[config.mk]
export PLATFORM = sky130hd
export DESIGN_NAME = rw_mem_access_ctrl
export DESIGN_NICKNAME = d
export VERILOG_FILES = /design/src/rtl/rw_mem_access_ctrl.sv
export SDC_FILE = /design/constraint.sdc
export NUM_CORES = 1
export LEC_CHECK = 0
export ABC_AREA = 1
export CAP_MARGIN = 0
export CORE_MARGIN = 10
export CORE_UTILIZATION = 45
export CTS_BUF_LIST = sky130_fd_sc_hd__clkbuf_4 sky130_fd_sc_hd__clkbuf_8
export DETAILED_ROUTE_END_ITERATION = 10
export GPL_ROUTABILITY_DRIVEN = 0
export PLACE_DENSITY = 0.82
export SLEW_MARGIN = 25
export SYNTH_ARGS = -nofsm -noshare
export SYNTH_HDL_FRONTEND = slang
export SYNTH_SLANG_ARGS = --single-unit
[constraint.sdc]
create_clock -name clk -period 1.55 [get_ports clk]
set_input_delay 0.31 -clock clk [delete_from_list [all_inputs] [get_ports clk]]
set_output_delay 0.31 -clock clk [all_outputs]
set_load 0.1 [all_outputs]
[src/rtl/rw_mem_access_ctrl.sv]
// -----------------------------------------------------------------------------
// rw_mem_access_ctrl
//
// Request sequencer sitting directly in front of the 96x8 synchronous RW
// memory (0x80-0xDF). One load or store is in flight at a time. The memory
// address, write enable and write data are driven from registers, and the
// memory's one-cycle registered read latency is absorbed by a CAPTURE state.
// Requests outside [BASE_ADDR, TOP_ADDR] are answered with an error response
// and never reach the memory.
//
// Handshake rule (both channels): a transfer happens on a rising clock edge
// where valid and ready are both 1. The source holds its payload stable while
// valid=1 and ready=0. req_ready is 1 only in IDLE; rsp_valid is 1 only in
// RESP, so a response and a new request never transfer on the same edge.
//
// Ports
//   clk          in   1    rising-edge clock, shared with the RW memory
//   reset        in   1    asynchronous, active-low reset
//   req_valid    in   1    request present
//   req_ready    out  1    controller can accept (IDLE only)
//   req_we       in   1    1=store, 0=load
//   req_addr     in   AW   byte address
//   req_wdata    in   DW   store data
//   rsp_valid    out  1    response present
//   rsp_ready    in   1    consumer takes response
//   rsp_rdata    out  DW   load data (0 for stores and errors)
//   rsp_err      out  1    request address was outside the RW window
//   err_count    out  8    saturating count of rejected requests
//   mem_address  out  AW   registered memory address
//   mem_WE       out  1    registered memory write enable
//   mem_data_in  out  DW   registered memory write data
//   mem_data_out in   DW   memory read data (valid one edge after the read)
//   state_dbg    out  2    current FSM state (IDLE=0, ACCESS=1, CAPTURE=2, RESP=3)
// -----------------------------------------------------------------------------
module rw_mem_access_ctrl #(
   parameter int          ADDR_WIDTH = 8,
   parameter int          DATA_WIDTH = 8,
   parameter int unsigned BASE_ADDR  = 128,
   parameter int unsigned TOP_ADDR   = 223
) (
   input  logic                  clk,
   input  logic                  reset,
   input  logic                  req_valid,
   output logic                  req_ready,
   input  logic                  req_we,
   input  logic [ADDR_WIDTH-1:0] req_addr,
   input  logic [DATA_WIDTH-1:0] req_wdata,
   output logic                  rsp_valid,
   input  logic                  rsp_ready,
   output logic [DATA_WIDTH-1:0] rsp_rdata,
   output logic                  rsp_err,
   output logic [7:0]            err_count,
   output logic [ADDR_WIDTH-1:0] mem_address,
   output logic                  mem_WE,
   output logic [DATA_WIDTH-1:0] mem_data_in,
   input  logic [DATA_WIDTH-1:0] mem_data_out,
   output logic [1:0]            state_dbg
);

   typedef enum logic [1:0] {
      S_IDLE    = 2'd0,
      S_ACCESS  = 2'd1,
      S_CAPTURE = 2'd2,
      S_RESP    = 2'd3
   } state_t;

   localparam logic [ADDR_WIDTH-1:0] BASE_LIM = ADDR_WIDTH'(BASE_ADDR);
   localparam logic [ADDR_WIDTH-1:0] TOP_LIM  = ADDR_WIDTH'(TOP_ADDR);

   state_t state;
   state_t state_next;
   logic   in_range;

   // Unsigned compare on the full address width.
   assign in_range = (req_addr >= BASE_LIM) && (req_addr <= TOP_LIM);

   assign req_ready = (state == S_IDLE);
   assign rsp_valid = (state == S_RESP);
   assign state_dbg = state;

   // State register
   always_ff @(posedge clk or negedge reset) begin
      if (!reset) begin
         state <= S_IDLE;
      end else begin
         state <= state_next;
      end
   end

   // Next-state logic
   always_comb begin
      state_next = state;
      case (state)
         S_IDLE: begin
            if (req_valid) begin
               state_next = in_range ? S_ACCESS : S_RESP;
            end
         end
         // mem_WE still holds the latched req_we here, so it tells store from load.
         S_ACCESS:  state_next = mem_WE ? S_RESP : S_CAPTURE;
         S_CAPTURE: state_next = S_RESP;
         S_RESP: begin
            if (rsp_ready) begin
               state_next = S_IDLE;
            end
         end
         default:   state_next = S_IDLE;
      endcase
   end

   // Memory-side and response registers. The async reset clears mem_WE at
   // once, so a reset during ACCESS cannot cause a write at the next edge.
   always_ff @(posedge clk or negedge reset) begin
      if (!reset) begin
         mem_address <= '0;
         mem_WE      <= 1'b0;
         mem_data_in <= '0;
         rsp_rdata   <= '0;
         rsp_err     <= 1'b0;
         err_count   <= 8'd0;
      end else begin
         case (state)
            S_IDLE: begin
               if (req_valid) begin
                  if (in_range) begin
                     mem_address <= req_addr;
                     mem_WE      <= req_we;
                     mem_data_in <= req_wdata;
                  end else begin
                     // Rejected: memory ports are left untouched.
                     rsp_err   <= 1'b1;
                     rsp_rdata <= '0;
                     if (err_count != 8'hFF) begin
                        err_count <= err_count + 8'd1;
                     end
                  end
               end
            end
            S_ACCESS: begin
               // The memory performs the op on this edge; for a load the
               // read data appears after it, so it is captured one state later.
               if (mem_WE) begin
                  mem_WE    <= 1'b0;
                  rsp_err   <= 1'b0;
                  rsp_rdata <= '0;
               end
            end
            S_CAPTURE: begin
               rsp_rdata <= mem_data_out;
               rsp_err   <= 1'b0;
            end
            default: begin
               // RESP: response payload held stable until taken.
            end
         endcase
      end
   end

endmodule

## Yosys cells after proc, flatten, opt, wreduce, memory -nomap -nowiden

Cells that the tools add are included.

- Register bits after elaboration: 36
- Input bits: 29
- Output and inout bits: 38

- Add/subtract/negate cells: 1
- $lt $le $gt $ge: 2
- Eq/ne operators: 9
- Mux-type cells: 16
- Bitwise logic cells: 1
- Reduce and logical (&&, ||, !) cells: 9

Operator list:

| cell | number |
|---|---|
| 8-bit two-way mux | 3 |
| 8-bit case mux with 3 select lines | 1 |
| 8-bit by 1-bit adder with 8-bit output (second input constant) | 1 |
| 8-bit >= comparator (second input constant) | 1 |
| 8-bit less-or-equal comparator (second input constant) | 1 |
| 8-bit != test (second input constant) | 1 |
| 2-bit case mux with 4 select lines | 1 |
| 4-bit AND reduction | 2 |
| 1-bit two-way mux | 6 |
| 2-bit two-way mux | 3 |
| 2-bit != test (second input constant) | 3 |
| 3-bit AND reduction | 2 |
| 2-bit == test (second input constant) | 2 |
| 2-bit by 1-bit != test with 1-bit output (second input constant) | 2 |
| 1-bit case mux with 3 select lines | 1 |
| 3-bit nonzero test | 1 |
| 2-bit by 1-bit == test with 1-bit output (second input constant) | 1 |
| 2-bit logical NOT | 1 |
| 1-bit case mux with 2 select lines | 1 |
| 2-bit AND reduction | 1 |
| 2-bit nonzero test | 1 |
| 1-bit logical AND | 1 |
| 1-bit NOT | 1 |

## Depth between registers and ports, before layout

- Word-level depth: 5
- Gate-level depth with buffers: 10
- Depth with buffers taken out: 10

## Worst setup path after synthesis

Ideal clock, no wire load.

- Path type: register to register
- From: register state[1] (netlist: state_dbg[1])
- To: register rsp_err
- Data arrival time: 2625 ps
- Data required time: 1467 ps
- Slack: -1158 ps
- Cell stages (with the launch flop): 8
- Clock period less this slack: 2708 ps
- Cells stage by stage: dfrtp_1 inv_1 ha_1 nand3_1 nand3_2 buf_6 nand2_1 o21ai_0

- Cells in the longest elaborated chain, start to end: 3

Ends and longest elaborated chain:

| element | line | text |
|---|---|---|
| start: declaration | 70 | `state_t state;` |
| start signal: assignment | 86 | `state <= state_next;` |
| 2-bit logical NOT * | n/a |  |
| net req_ready | 44 | `output logic req_ready,` |
| 2-bit != test (no source line) or 3-bit nonzero test (tied branches) | n/a |  |
| 4-bit AND reduction (no source line) | n/a |  |
| end signal: assignment | 119 | `rsp_err <= 1'b0;` |
| end signal: assignment | 131 | `rsp_err <= 1'b1;` |
| end signal: assignment | 144 | `rsp_err <= 1'b0;` |
| end: declaration | 51 | `output logic rsp_err,` |

The timed path passes the listed nets; every way through them passes the cells marked *.
A chain may end at the register's enable or synchronous reset.

## Worst setup path in the final report

- From: register state[1] (netlist: state_dbg[1])
- To: output req_ready

- Cells in the longest elaborated chain, start to end: 1

Ends and longest elaborated chain:

| element | line | text |
|---|---|---|
| 2-bit logical NOT | 77 | `assign req_ready = (state == S_IDLE);` |
| end: declaration | 44 |  |

Every way passes these cells.

==> impl_results.md <==
* Synth Cell Area at 0.00170 mm²
* CTS tree: built
* FP Rows at 22
* Fill count at 215
* Starting DRC count in detailed routing at 119
* Fin crit period at 1.55 ns
* Core Box Area at 0.00366 mm²
* CP endpoint kind: output pin
* Setup-failing EPs final at 1
* Post-route design area at 0.00304 mm²
* Max Clk Rate at 643 MHz
* Largest net degree at the start of global routing at 27
* Drt wl/cell at 14.2 µm
* Skew final at 0.00782 ns
* H-tree level count at 2
* Clk sinks at 36
* GRT overflow at 0
* R2R depth at 8
* Crit Reg-Reg Endpoint: rsp_err$_DFFE_PN0P_
* Most common cell after layout, fill and taps aside: nand2_1
* Placed cell area at 0.00292 mm²
* Clk_lat worst skew at 0.28 ns
* IO Port Bufs at 66
* Clock slew at reported path FFs at 0.07 ns
* FF+latch count, synth at 36
* Pre-antenna DRT Iters at 4
* Initial antenna violation count at 0
* Failing checks: setup timing
* Final core utilization at 0.832
* Die area at 0.00665 mm²
* First-pass GRT wire length at 7780 µm
* Cell taking the most area after synthesis: dfrtp_1
* Final nets at 322
* Critical path class: flip-flop to output pin
* Max Slew Vio Count at 0
* Vias in the first global route at 1702
* Min-Delay Path Class: input port to asynchronous set/reset pin
* Yosys Warn Count at 0
* Worst EP arrival at 1.24 ns
* Die Height at 81.5 µm
* ANT cells at 0
* Outcome: finished with violations
* Via count at 1644
* TritonCTS Buffers at 5
* RSZ-0062 raised after global routing: yes
* Fin crit share at 1.00
* Post-DRT Antenna Nets at 0
* Final Hold Viols at 0
* Share of cells above drive strength 1 at 0.291
* Mapped Cells at 207
* IO Count at 67
* Synth cell types at 24
* DRT Wirelength at 4780 µm
* Slew margin rel. at 0.617
* Top cells by area, synth: dfrtp_1, nand2_1, o21ai_0
* P&R area growth vs syn at 78.6%
* Internal reg-to-reg setup slack at 0.05 ns
* Slew at the pin closest to its max-slew limit at 0.574 ns
* Worst EP required at 1.24 ns
* Post-DP HPWL at 3770 µm
* Yosys top cell area share at 0.529
* Hold_buf cts at 0
* Syn Nets at 241
* Chip Width at 81.5 µm
* Startpoint Class: flip-flop
* Vias per inst at 4.88
* Critical path peak fanout at 5
* Commonest non-fill, non-tap cells in the layout: nand2_1, buf_12, dfrtp_1
* Clock Tree Buf Depth at 2
* Clock tree root driver cell: clkbuf_8
* DRC Markers at 0
* Max-Cap Viols at 0
* GRT Total Usage at 0.147
* Sequential area share after synthesis at 0.529
* Syn Area/Cell at 8.23 µm²
* Initial Util at 0.465
* Fin worst setup slack at -0.00415 ns
* Worst R2R Start: state_dbg[0]$_DFFE_PN0P_
[cells in the mapped netlist]
library cell  count
ha_1              5
nand3_1           5
nand3_2           1
clkinv_2          1
xnor2_1           1
nand4_1           1
buf_6             2
clkbuf_1          2
clkinv_1          1
or2_2             1
nand2_4           2
o21ai_1           1
nand2_1          92
nor2_4            1
inv_4             1
inv_1            11
o211ai_1          1
o21ai_0          28
dfrtp_1          36
inv_2             1
xor2_1            2
o21a_1            1
nor2_1            9
buf_1             1
[layer usage]
metal / track usage / vias to the layer above / share of wire
met3: 0.0688 / 6 / 0.10
met2: 0.261 / 55 / 0.53
li1: - / 813 / -
met5: 0 / - / 0
met4: 0.0311 / 0 / 0.0056
met1: 0.157 / 770 / 0.36
[per-stage QoR]
stage | hold slack [ns] | TNS [ns] | setup slack, ns | instances
floorplan | 0.0144 | -5.63 | -0.192 | 207
global placement | 0.328 | -0.527 | -0.0800 | 326
detailed placement | 0.338 | -1.44 | -0.152 | 326
CTS | 0.0367 | -0.0133 | -0.0133 | 336
global route | 0.0540 | -0.0814 | -0.0434 | 337
finish | 0.0187 | -0.00415 | -0.00415 | 337
[worst max-delay path by stage]
stage / to / start / depth (start not counted)
after global routing: req_ready / state_dbg[1]$_DFFE_PN0P_ / 3
final: req_ready / state_dbg[1]$_DFFE_PN0P_ / 3
after CTS: req_ready / state_dbg[1]$_DFFE_PN0P_ / 3
after global placement: err_count[4]$_DFFE_PN0P_ / req_addr[6] / 10
after detailed placement: err_count[5]$_DFFE_PN0P_ / req_addr[5] / 10
after floorplan: rsp_err$_DFFE_PN0P_ / state_dbg[1]$_DFFE_PN0P_ / 7
[state kept, by name (all words and copies together) (netlist names)]
register,cells
err_count,8
mem_address,8
mem_data_in,8
rsp_rdata,8
state_dbg,2
mem_WE,1
rsp_err,1
[kinds of logic after synthesis]
kind of cell,Yosys count,synth area share
simple gates,112,0.270
compound gates,31,0.0940
flops,36,0.529
buf+inv,20,0.0551
fa+ha+maj,5,0.0367
xor+xnor,3,0.0154
[repair_timing]
| item | CTS | global route |
|---|---|---|
| endpoints found under the setup margin | 3 | 12 |
| resized for setup | 0 | 6 |
| setup buffers | 2 | 1 |
| pin swaps | 1 | 0 |
| gates cloned | 0 | 0 |
[worst max-delay path, cell delays in order, from the launching register on]
cell	delay, ns
dfrtp_4	0.52
inv_4	0.09
ha_4	0.17
buf_12	0.18
[final cells by class]
class                           instances  area, µm²  share of cell area
Sequential cell                        36        916               0.301
Timing Repair Buffer                   79       1160               0.381
Inverter                               15       66.3              0.0218
Tap cell                               48       60.1              0.0197
Multi-Input combinational cell        151        746               0.245
Clock buffer                            6       82.6              0.0271
Clock inverter                          2       15.0             0.00493
Power is not shown: default switching activity piles up to over one toggle a cycle in this logic, so the estimate is an artifact.
